[src/rtl/recursive_logic_pipe.sv]
// Two-stage valid/ready bitwise logic unit (2**S bits) with an accumulate mode.
// The datapath is assembled from recursively split gate and reduction trees.

// Recursive 2-input bitwise gate. FN selects the function: 0 buf(a), 1 not(a),
// 2 and, 3 or, 4 xor, 5 xnor, 6 nand, 7 nor.
module recursive_gate #(
  parameter int S  = 0,
  parameter int FN = 0
) (
  input  logic [(1<<S)-1:0] a,
  input  logic [(1<<S)-1:0] b,
  output logic [(1<<S)-1:0] y
);
  // One 4-entry truth table per function, indexed by {a, b}.
  localparam logic [31:0] TRUTH = 32'b0001_0111_1001_0110_1110_1000_0011_1100;
  localparam logic [3:0]  TT    = TRUTH[4*FN +: 4];

  generate
    if (S == 0) begin : g_leaf
      assign y[0] = TT[{a[0], b[0]}];
    end else begin : g_split
      localparam int H = 1 << (S - 1);
      recursive_gate #(.S(S - 1), .FN(FN)) u_lo (
        .a (a[H-1:0]),
        .b (b[H-1:0]),
        .y (y[H-1:0])
      );
      recursive_gate #(.S(S - 1), .FN(FN)) u_hi (
        .a (a[2*H-1:H]),
        .b (b[2*H-1:H]),
        .y (y[2*H-1:H])
      );
    end
  endgenerate
endmodule

// Recursive reduction tree: FN 0 reduces with and, FN 1 reduces with or.
module recursive_reduce #(
  parameter int S  = 0,
  parameter int FN = 0
) (
  input  logic [(1<<S)-1:0] a,
  output logic              y
);
  generate
    if (S == 0) begin : g_leaf
      assign y = a[0];
    end else begin : g_split
      localparam int H = 1 << (S - 1);
      logic y_lo;
      logic y_hi;
      recursive_reduce #(.S(S - 1), .FN(FN)) u_lo (
        .a (a[H-1:0]),
        .y (y_lo)
      );
      recursive_reduce #(.S(S - 1), .FN(FN)) u_hi (
        .a (a[2*H-1:H]),
        .y (y_hi)
      );
      if (FN == 1) begin : g_or
        assign y = y_lo | y_hi;
      end else begin : g_and
        assign y = y_lo & y_hi;
      end
    end
  endgenerate
endmodule

module recursive_logic_pipe #(
  parameter int S = 3
) (
  input  logic                clk,
  input  logic                rst,
  input  logic                in_valid,
  output logic                in_ready,
  input  logic [2:0]          op,
  input  logic                acc,
  input  logic                acc_init,
  input  logic [(1<<S)-1:0]   in1,
  input  logic [(1<<S)-1:0]   in2,
  output logic                out_valid,
  input  logic                out_ready,
  output logic [(1<<S)-1:0]   out,
  output logic                out_zero,
  output logic                out_ones
);
  localparam int W = 1 << S;

  // Stage 1: raw operand capture
  logic         s1_valid_reg;
  logic [W-1:0] s1_in1_reg;
  logic [W-1:0] s1_in2_reg;
  logic [2:0]   s1_op_reg;
  logic         s1_acc_reg;
  logic         s1_init_reg;

  // Stage 2: output register and accumulator
  logic         out_valid_reg;
  logic [W-1:0] out_reg;
  logic         out_zero_reg;
  logic         out_ones_reg;
  logic [W-1:0] acc_reg;

  logic         s2_adv;
  logic         in_fire;
  logic [W-1:0] b_operand;
  logic [W-1:0] fn_y [8];
  logic [W-1:0] result_next;
  logic         any_one_next;
  logic         all_ones_next;
  logic         writes_acc;

  assign s2_adv   = s1_valid_reg && (!out_valid_reg || out_ready);
  // Combinational ready path: a draining output frees stage 1 in the same cycle.
  assign in_ready = !rst && (!s1_valid_reg || s2_adv);
  assign in_fire  = in_valid && in_ready;

  // The accumulator is read in stage 2, so a chained acc item always sees
  // the value written by the item directly ahead of it.
  assign b_operand = s1_acc_reg ? acc_reg : s1_in2_reg;

  genvar gi;
  generate
    for (gi = 0; gi < 8; gi++) begin : g_fn
      recursive_gate #(.S(S), .FN(gi)) u_gate (
        .a (s1_in1_reg),
        .b (b_operand),
        .y (fn_y[gi])
      );
    end
  endgenerate

  assign result_next = s1_init_reg ? s1_in1_reg : fn_y[s1_op_reg];
  assign writes_acc  = s1_init_reg || s1_acc_reg;

  recursive_reduce #(.S(S), .FN(1)) u_any_one (
    .a (result_next),
    .y (any_one_next)
  );

  recursive_reduce #(.S(S), .FN(0)) u_all_ones (
    .a (result_next),
    .y (all_ones_next)
  );

  always_ff @(posedge clk) begin
    if (rst) begin
      s1_valid_reg  <= 1'b0;
      s1_in1_reg    <= '0;
      s1_in2_reg    <= '0;
      s1_op_reg     <= 3'd0;
      s1_acc_reg    <= 1'b0;
      s1_init_reg   <= 1'b0;
      out_valid_reg <= 1'b0;
      out_reg       <= '0;
      out_zero_reg  <= 1'b1;
      out_ones_reg  <= 1'b0;
      acc_reg       <= '0;
    end else begin
      if (in_fire) begin
        s1_valid_reg <= 1'b1;
        s1_in1_reg   <= in1;
        s1_in2_reg   <= in2;
        s1_op_reg    <= op;
        s1_acc_reg   <= acc;
        s1_init_reg  <= acc_init;
      end else if (s2_adv) begin
        s1_valid_reg <= 1'b0;
      end

      if (s2_adv) begin
        out_valid_reg <= 1'b1;
        out_reg       <= result_next;
        out_zero_reg  <= !any_one_next;
        out_ones_reg  <= all_ones_next;
        if (writes_acc) begin
          acc_reg <= result_next;
        end
      end else if (out_ready) begin
        out_valid_reg <= 1'b0;
      end
    end
  end

  assign out_valid = out_valid_reg;
  assign out       = out_reg;
  assign out_zero  = out_zero_reg;
  assign out_ones  = out_ones_reg;
endmodule
[config.mk]
export PLATFORM = sky130hd
export DESIGN_NAME = recursive_logic_pipe
export DESIGN_NICKNAME = d
export VERILOG_FILES = /design/src/rtl/recursive_logic_pipe.sv
export SDC_FILE = /design/constraint.sdc
export NUM_CORES = 1
export LEC_CHECK = 0
export ABC_AREA = 0
export BUFFER_PORTS_ARGS = -buffer_cell sky130_fd_sc_hd__buf_2
export CAP_MARGIN = 20
export CORE_MARGIN = 2
export CORE_UTILIZATION = 58
export DETAILED_ROUTE_END_ITERATION = 8
export PLACE_DENSITY = 0.8
export SYNTH_ARGS = -nofsm -noshare
export SYNTH_HDL_FRONTEND = slang
export SYNTH_SLANG_ARGS = --single-unit
[constraint.sdc]
create_clock -name clk -period 3.7 [get_ports clk]
set_input_delay 0 -clock clk [delete_from_list [all_inputs] [get_ports clk]]
set_output_delay 0 -clock clk [all_outputs]
set_load 0.01 [all_outputs]
==> impl_metrics.ini, run 1 <==
[sta]
fin_skew_ns = 0.0101
fmax_mhz = 346
fin_setup_tns_ns = 0
finalWorstSetupSlack_ns = 0.813
rsz0062_at_grt = no
whs_ns = 0.0212
min_period_over_period_pct = 78.0
final-setup-viol-count = 0
hold_viol_final = 0
worstMarginPinSlew_ns = 1.00
drv_slew = 0
fin_crit_ns = 2.89
slew-limit-headroom_pct = 33.2

[clock_network]
h-tree-depth = 2
clk_path_buf_depth = 2
cts_tree = yes
cts_setup_buffers = 0
ctsResizeCount = 0
insertion_delay_ns = 0.30
path_clk_slew_ns = 0.09
cts.sinks = 41
cts_buffers = 5
cts-root-buf = clkbuf_8

[grt]
grt_max_degree = 43
antenna_found_initial = 0
grt_use_total_pct = 23.6
grt_pass1_vias = 2064
grt_first_pass_wirelength_um = 9720
grt-ovfl-total = 0

[critical_path]
endpoint_kind = flop
crit_type = flop to flop
worstPathArrival_ns = 3.12
crit_path_max_incr_delay_ns = 0.64
startpoint_type = flop
path_buf_inv = 1
path_delay_family = multiplexers
cp.required_ns = 3.93
cpMaxStageDelayCell = dfxtp_1
r2r_setup_slack_ns = 0.81
cp_max_fo = 10
path_cells = mux2i_1 -> inv_1 -> ha_1 -> mux2_1 -> o32ai_2 -> nor3_1 -> mux2_2 -> or4_1 -> o21ai_1

[die]
die_area_um2 = 5220
core-area_um2 = 4410
die_w_um = 72.3
rows = 24
start_util_pct = 61.3
fp.dieH_um = 72.3
pin_count = 37

[yosys]
avgSynthCellArea_um2 = 8.42
ys_ff_latch = 41
syn_nets = 378
ys_seq_area_share_pct = 30.4
syn_area_um2 = 2700
synth_cells = 321
yosys_warnings = 0
ys_types = 33

[layout]
layout.cells.non_filler = 422
antenna_cells = 0
utilization_pct = 72.5
fillCellCount = 317
layout-drive-gt1-share_pct = 14.9
multi_input_area_um2 = 1700
fin_area_um2 = 3200
area_growth_pct = 18.4
mostFrequentLayoutCell = nand2_1
layout_common_cells = nand2_1 (57), dfxtp_1 (41), buf_2 (36)
layout.area.seq_um2 = 821
nets = 426

[detailed_routing]
ant_nets = 0
drt-initial-drc-count = 129
vias_per_cell = 5.48
dr.pass1.iters = 4
wire_per_inst_um = 14.2
drc_errors = 0
vias = 2311
drt_wl_total_um = 5980

[power]
finalPower_mw = 1.15
p_per_area_nw_per_um2 = 358
p_leak_nw = 1.47
ir_drop_mv = 0.416

[min_path]
hold_path.class = input port to flop

[place]
dpl.hpwl_um = 4010
dp.cells = 391
dp_worst_setup_slack_ns = 0.881
postPlaceCellArea_um2 = 2850
portBuffers = 36
gp_congestion = 0.868

[job]
max_cap_viol_count = 0

[status]
status = finished, final reports clean
## timing repair
item                                    in CTS  in global routing
hold buffers                                22                  0
endpoints found under the hold margin       22                  0
endpoints found under the setup margin       0                  0
## cells by family (layout without fill, tap and decap cells)
family / count (synthesis) / count (layout) / synth area share (%)
AO/OA/AOI/OAI: 52 / 52 / 15.5
adder cells (fa/ha/maj): 32 / 32 / 14.8
buffers and inverters: 37 / 86 / 6.71
flip-flops: 41 / 41 / 30.4
multiplexers: 23 / 23 / 8.70
AND/OR/NAND/NOR: 136 / 136 / 23.9
## worst min-delay path, stage by stage
cell,delay (ns)
buf_2,0.07
nor2b_1,0.07
nor2_1,0.09
nor2_1,0.05
## worst paths after layout
path / start / end / cells after the start
worst min register to register: out_ones$_SDFFE_PP0P_ / out_ones$_SDFFE_PP0P_ / 2
worst min-delay path: out_ready / out_valid$_SDFFE_PP0P_ / 4
worst max-delay path: s1_acc_reg$_SDFFE_PP0P_ / out_zero$_SDFFE_PP1P_ / 9
worst max register to register: s1_acc_reg$_SDFFE_PP0P_ / out_zero$_SDFFE_PP1P_ / 9
## layer usage
| metal | vias to the layer above | track usage, % | share of wire [%] |
|---|---|---|---|
| met5 | - | 0 | 0 |
| met2 | 50 | 38.2 | 47 |
| met4 | 0 | 6.29 | 0.64 |
| met1 | 1058 | 32.0 | 48 |
| met3 | 4 | 5.00 | 4.0 |
| li1 | 1199 | - | - |
## synth_stat cells
master	count	area [um^2]
nor2_1	32	120
o32ai_1	7	61.3
or2_1	3	18.8
nor3_1	4	20.0
o211a_1	5	50.1
or2_2	3	18.8
nand2b_1	5	31.3
nand2_1	57	214
buf_6	5	56.3
ha_1	32	400
dfxtp_1	41	821
nor2b_1	9	56.3
mux2_2	2	22.5
o32ai_2	1	16.3
or4_1	1	7.51
mux2i_1	19	190
a211oi_2	1	12.5
mux2_1	2	22.5
clkbuf_1	12	45.0
a21oi_1	11	55.1
nand4_1	2	12.5
inv_1	16	60.1
buf_2	4	20.0
nand3b_1	13	97.6
o41a_1	5	56.3
o21ba_1	1	10.0
and2_0	1	6.26
a211oi_1	10	75.1
o41ai_1	2	17.5
o21ai_1	1	5.00
o31ai_1	8	60.1
and2_1	5	31.3
and4bb_1	1	12.5
## area by class of cell
type	count	area share, %
Tap cell	52	2.03
Clock inverter	3	1.45
Timing Repair Buffer	62	13.7
Inverter	16	1.88
Multi-Input combinational cell	243	53.2
Clock buffer	5	2.15
Sequential cell	41	25.6
## power breakdown
part | internal (mW) | leakage [nW] | switching, mW | total (mW)
clock network | 0.202 | 0.0543 | 0.170 | 0.372
registers | 0.471 | 0.338 | 0.0353 | 0.506
logic | 0.126 | 1.08 | 0.142 | 0.268
Power figures use the tool's default switching activity.
==> run 2: changes to the inputs <==
==> constraint.sdc (replaced) <==
create_clock -name clk -period 3 [get_ports clk]
set_input_delay 0 -clock clk [delete_from_list [all_inputs] [get_ports clk]]
set_output_delay 0 -clock clk [all_outputs]
set_load 0.01 [all_outputs]
==> run 2 against run 1 <==
Against the previous run: fmax is 1.4% higher; die area stayed put; first-iteration DRC count is 23% lower; sequential share of layout area is 0.35 points lower; wire length is 11% higher; sequential cell count stayed put; global-route usage is 3.1 points higher; non-clock buffer count is 3 higher; core utilization is 0.99 points higher; critical path type unchanged; clock-buffer cell count is 1 higher; critical path depth stayed put.
==> impl_metrics.ini, run 2 (synthesis results as in run 1) <==
[status]
status = finished, final reports clean

[clock_network]
cts.sinks = 41
cts_tree = yes
h-tree-depth = 2
cts-root-buf = clkbuf_8
insertion_delay_ns = 0.30
path_clk_slew_ns = 0.08
cts_buffers = 5
ctsResizeCount = 0
clk_path_buf_depth = 2

[critical_path]
r2r_start = s1_acc_reg$_SDFFE_PP0P_
cp_max_fo = 8
cpMaxStageDelayCell = dfxtp_1
path_buf_inv = 1
worstSetupStartpoint = s1_acc_reg$_SDFFE_PP0P_
endpoint_kind = flop
startpoint_type = flop
path_delay_family = multiplexers
crit_type = flop to flop
worstPathArrival_ns = 3.07
crit_path_max_incr_delay_ns = 0.56
path_cells = mux2i_1 -> inv_1 -> ha_1 -> mux2_1 -> o32ai_2 -> nor3_1 -> mux2_2 -> or4_1 -> o21ai_1
cp.required_ns = 3.23

[layout]
antenna_cells = 0
layout.cells.non_filler = 425
area_growth_pct = 20.0
mostFrequentLayoutCell = nand2_1
layout-drive-gt1-share_pct = 15.3
nets = 429
layout_common_cells = nand2_1 (57), dfxtp_1 (41), buf_2 (36)

[power]
ir_drop_mv = 0.414
p_per_area_nw_per_um2 = 440
p_leak_nw = 1.50

[min_path]
hold_path.class = input port to flop
hp-start = out_ready

[die]
core-area_um2 = 4410
fp.dieH_um = 72.3
start_util_pct = 61.3
die_w_um = 72.3
rows = 24
pin_count = 37
die_area_um2 = 5220

[sta]
finalWorstSetupSlack_ns = 0.153
final-setup-viol-count = 0
worstMarginPinSlew_ns = 0.949
rsz0062_at_grt = no
drv_slew = 0
slew-limit-headroom_pct = 36.6
min_period_over_period_pct = 94.9
hold_viol_final = 0
fmax_mhz = 351
fin_skew_ns = 0.00714
fin_crit_ns = 2.85
fin_setup_tns_ns = 0

[place]
portBuffers = 36
dp.cells = 394
gp_congestion = 0.846
dp_worst_setup_slack_ns = 0.248
dpl.hpwl_um = 4240

[grt]
grt_first_pass_wirelength_um = 10800
grt-ovfl-total = 0
antenna_found_initial = 0
grt_use_total_pct = 26.8
grt_pass1_vias = 2217
grt_max_degree = 43

[detailed_routing]
ant_nets = 0
wire_per_inst_um = 15.7
vias = 2402
drt_wl_total_um = 6660
drc_errors = 0
vias_per_cell = 5.65
dr.pass1.iters = 4
drt-initial-drc-count = 99

[job]
max_cap_viol_count = 0
## run 2: cell count changes in the layout (fill, tap and decap cells not counted), sizes merged
cell      before  now
buf           40   43
clkbuf         5    6
clkinvlp       1    0
## run 2: worst paths after layout
path	to	slack (ns)	cells past startpoint
hold reg to reg	out[1]$_SDFFE_PP0P_	0.46	2
setup / recovery	out_zero$_SDFFE_PP1P_	0.15	9
setup reg to reg	out_zero$_SDFFE_PP1P_	0.15	9
hold / removal	out_valid$_SDFFE_PP0P_	0.06	4
## run 2: cell type report
cell class,count,area [um^2]
well taps,52,65.1
multi-input cells,243,1700
clock buffers,6,72.6
flip-flops and latches,41,821
fillers,317,1170
clock inverters,2,38.8
repair buffers,65,485
inverters,16,60.1
## run 2: what timing repair did
action	4_1_cts	5_1_grt
setup buffers	0	0
hold endpoints to repair	22	0
endpoints found under the setup margin	0	0
hold buffers	22	0
## run 2: through the flow
stage | util, % | power, mW | hold WS (ns) | cell area, um^2
2_1_floorplan | - | 0.857 | 0.0561 | 2700
3_3_place_gp | 65.4 | 0.939 | 0.182 | 2890
3_5_place_dp | 65.4 | 0.949 | 0.186 | 2890
4_1_cts | 72.9 | 1.42 | 0.0428 | 3220
5_1_grt | 73.5 | 1.49 | 0.0945 | 3240
6_report | 73.5 | 1.43 | 0.0566 | 3240
## run 2: power breakdown
part	switching, mW	internal [mW]
Combinational	0.190	0.165
Sequential	0.0404	0.581
Clock	0.201	0.250
## run 2: per-layer routing
| layer | GRT usage (%) | wire, um |
|---|---|---|
| met5 | 0 | 0 |
| met4 | 9.01 | 102 |
| met3 | 4.86 | 370 |
| met2 | 42.2 | 3100 |
| met1 | 37.0 | 3090 |
## run 2: worst reg2reg max path: stages, from the launching register on
cell and delay, ns:
dfxtp_1 0.56, mux2i_1 0.39, inv_1 0.11, ha_1 0.21, mux2_1 0.31, o32ai_2 0.14, nor3_1 0.10, mux2_2 0.31
or4_1 0.52, o21ai_1 0.14
==> run 3: changes to the inputs <==
--- a/config.mk
+++ b/config.mk
@@ -9,9 +9,9 @@
 export BUFFER_PORTS_ARGS = -buffer_cell sky130_fd_sc_hd__buf_2
 export CAP_MARGIN = 20
 export CORE_MARGIN = 2
-export CORE_UTILIZATION = 58
+export CORE_UTILIZATION = 40
 export DETAILED_ROUTE_END_ITERATION = 8
-export PLACE_DENSITY = 0.8
+export SETUP_SLACK_MARGIN = 0.5
 export SYNTH_ARGS = -nofsm -noshare
 export SYNTH_HDL_FRONTEND = slang
 export SYNTH_SLANG_ARGS = --single-unit
==> run 3 against run 2 <==
Against the previous run: non-clock buffer count is 11 higher; first-iteration DRC count increased by 17%; largest cell class unchanged; setup slack better by 0.43 ns; clock-buffer cell count did not move; sequential power grew 1%; hold slack worse by 0.034 ns; critical endpoint unchanged; critical path depth up 1; register-to-register slack improved by 0.43 ns; wire length rose by 3.0%; die area up 42%; clock power increased by 2%.
==> impl_metrics.ini, run 3 (synthesis results as in run 1) <==
[critical_path]
r2r_setup_slack_ns = 0.58
rr_endpoint = out_zero$_SDFFE_PP1P_
crit_type = flop to flop
startpoint_type = flop
r2r_start = s1_acc_reg$_SDFFE_PP0P_
endpoint_kind = flop
worstPathArrival_ns = 2.65
cp.required_ns = 3.24
reg2reg_depth = 10
cp_max_fo = 6

[power]
p_per_area_nw_per_um2 = 425
clock_power_share_pct = 30.6
finalPower_mw = 1.50
switchingPower_mw = 0.457
power.internal_mw = 1.04
power_frac_comb_pct = 27.4
p_seq_share_pct = 42.0
p_leak_nw = 1.57
swShare_pct = 30.5
ir_drop_mv = 0.282

[layout]
fin_area_um2 = 3530
layout.cells.non_filler = 461
nets = 440
utilization_pct = 54.6
area_growth_pct = 30.4
antenna_cells = 0
layout_common_cells = nand2_1 (57), dfxtp_1 (39), buf_2 (36)
layout-drive-gt1-share_pct = 23.7
mostFrequentLayoutCell = nand2_1

[sta]
rsz0062_at_grt = no
whs_ns = 0.0227
worstMarginPinSlew_ns = 0.708
final-setup-viol-count = 0
fin_setup_tns_ns = 0
fin_crit_ns = 2.42
min_period_over_period_pct = 80.5
drv_slew = 0
finalWorstSetupSlack_ns = 0.585
hold_viol_final = 0
fin_skew_ns = 0.00713
fmax_mhz = 414
slew-limit-headroom_pct = 52.7

[detailed_routing]
drc_errors = 0
drt-initial-drc-count = 116
drt_wl_total_um = 6860
ant_nets = 0
vias = 2357
vias_per_cell = 5.11
dr.pass1.iters = 4
wire_per_inst_um = 14.9

[clock_network]
insertion_delay_ns = 0.29
cts-root-buf = clkbuf_8
cts_buffers = 5
cts_tree = yes
path_clk_slew_ns = 0.09
h-tree-depth = 2
clk_path_buf_depth = 2
cts.sinks = 41

[place]
postPlaceCellArea_um2 = 2920
dp_worst_setup_slack_ns = 0.318
gp_congestion = 0.818
portBuffers = 36
dp.cells = 421
dpl.hpwl_um = 4590

[die]
fp.dieH_um = 86.2
die_area_um2 = 7430
start_util_pct = 41.9
core-area_um2 = 6460
die_w_um = 86.2
rows = 29
pin_count = 37

[min_path]
hold_path.class = input port to flop
worstHoldEndpoint = out_valid$_SDFFE_PP0P_
hp-start = out_ready
min_path_cells = 4

[grt]
grt_use_total_pct = 19.1
grt_pass1_vias = 2239
antenna_found_initial = 0
grt_max_degree = 42
grt_first_pass_wirelength_um = 11300
grt-ovfl-total = 0

[job]
max_cap_viol_count = 0

[status]
status = finished, final reports clean
## run 3: layout make-up
class | instances | area, um^2
Clock buffer | 6 | 72.6
Inverter | 16 | 60.1
Clock inverter | 2 | 38.8
Fill cell | 593 | 2930
Multi-Input combinational cell | 243 | 1870
Timing Repair Buffer | 76 | 559
Tap cell | 77 | 96.3
Sequential cell | 41 | 826
## run 3: worst max path at each step
stage / start / end / slack [ns] / cells after the start
after global placement: s1_acc_reg$_SDFFE_PP0P_ / out_zero$_SDFFE_PP1P_ / 0.34 / 9
after global routing: s1_acc_reg$_SDFFE_PP0P_ / out_zero$_SDFFE_PP1P_ / 0.47 / 10
after detailed placement: s1_acc_reg$_SDFFE_PP0P_ / out_zero$_SDFFE_PP1P_ / 0.32 / 9
after floorplan: s1_acc_reg$_SDFFE_PP0P_ / out_zero$_SDFFE_PP1P_ / 0.53 / 10
after CTS: s1_acc_reg$_SDFFE_PP0P_ / out_zero$_SDFFE_PP1P_ / 0.50 / 9
final: s1_acc_reg$_SDFFE_PP0P_ / out_zero$_SDFFE_PP1P_ / 0.58 / 10
## run 3: worst max-delay path, cell delays in order (launching register included)
cell and delay (ns):
dfxtp_4 0.41, buf_4 0.14, mux2i_4 0.28, inv_2 0.07
ha_1 0.17, mux2_1 0.31, o32ai_2 0.12, o41ai_2 0.09
buf_4 0.19, or4_4 0.46, o21ai_1 0.11
## run 3: repair_timing
item	4_1_cts	5_1_grt
pin swaps	0	10
buffers inserted	0	8
resized for setup	5	32
setup endpoints to repair	4	5
hold buffers	22	0
hold endpoints to repair	22	0
## run 3: per-layer routing
| metal | vias to the layer above | wire length, um | GRT usage (%) |
|---|---|---|---|
| li1 | 1225 | - | - |
| met1 | 1088 | 3440 | 27.5 |
| met2 | 42 | 3170 | 30.2 |
| met3 | 2 | 225 | 2.76 |
| met4 | 0 | 33 | 4.97 |
| met5 | - | 0 | 0 |
## run 3: power groups by stage
| stage | sequential, mW | combinational [mW] | clock, mW |
|---|---|---|---|
| global route | 0.635 | 0.460 | 0.490 |
| detailed placement | 0.633 | 0.319 | 0 |
| global placement | 0.633 | 0.315 | 0 |
| floorplan | 0.619 | 0.240 | 0 |
| CTS | 0.622 | 0.347 | 0.473 |
| finish | 0.629 | 0.411 | 0.459 |
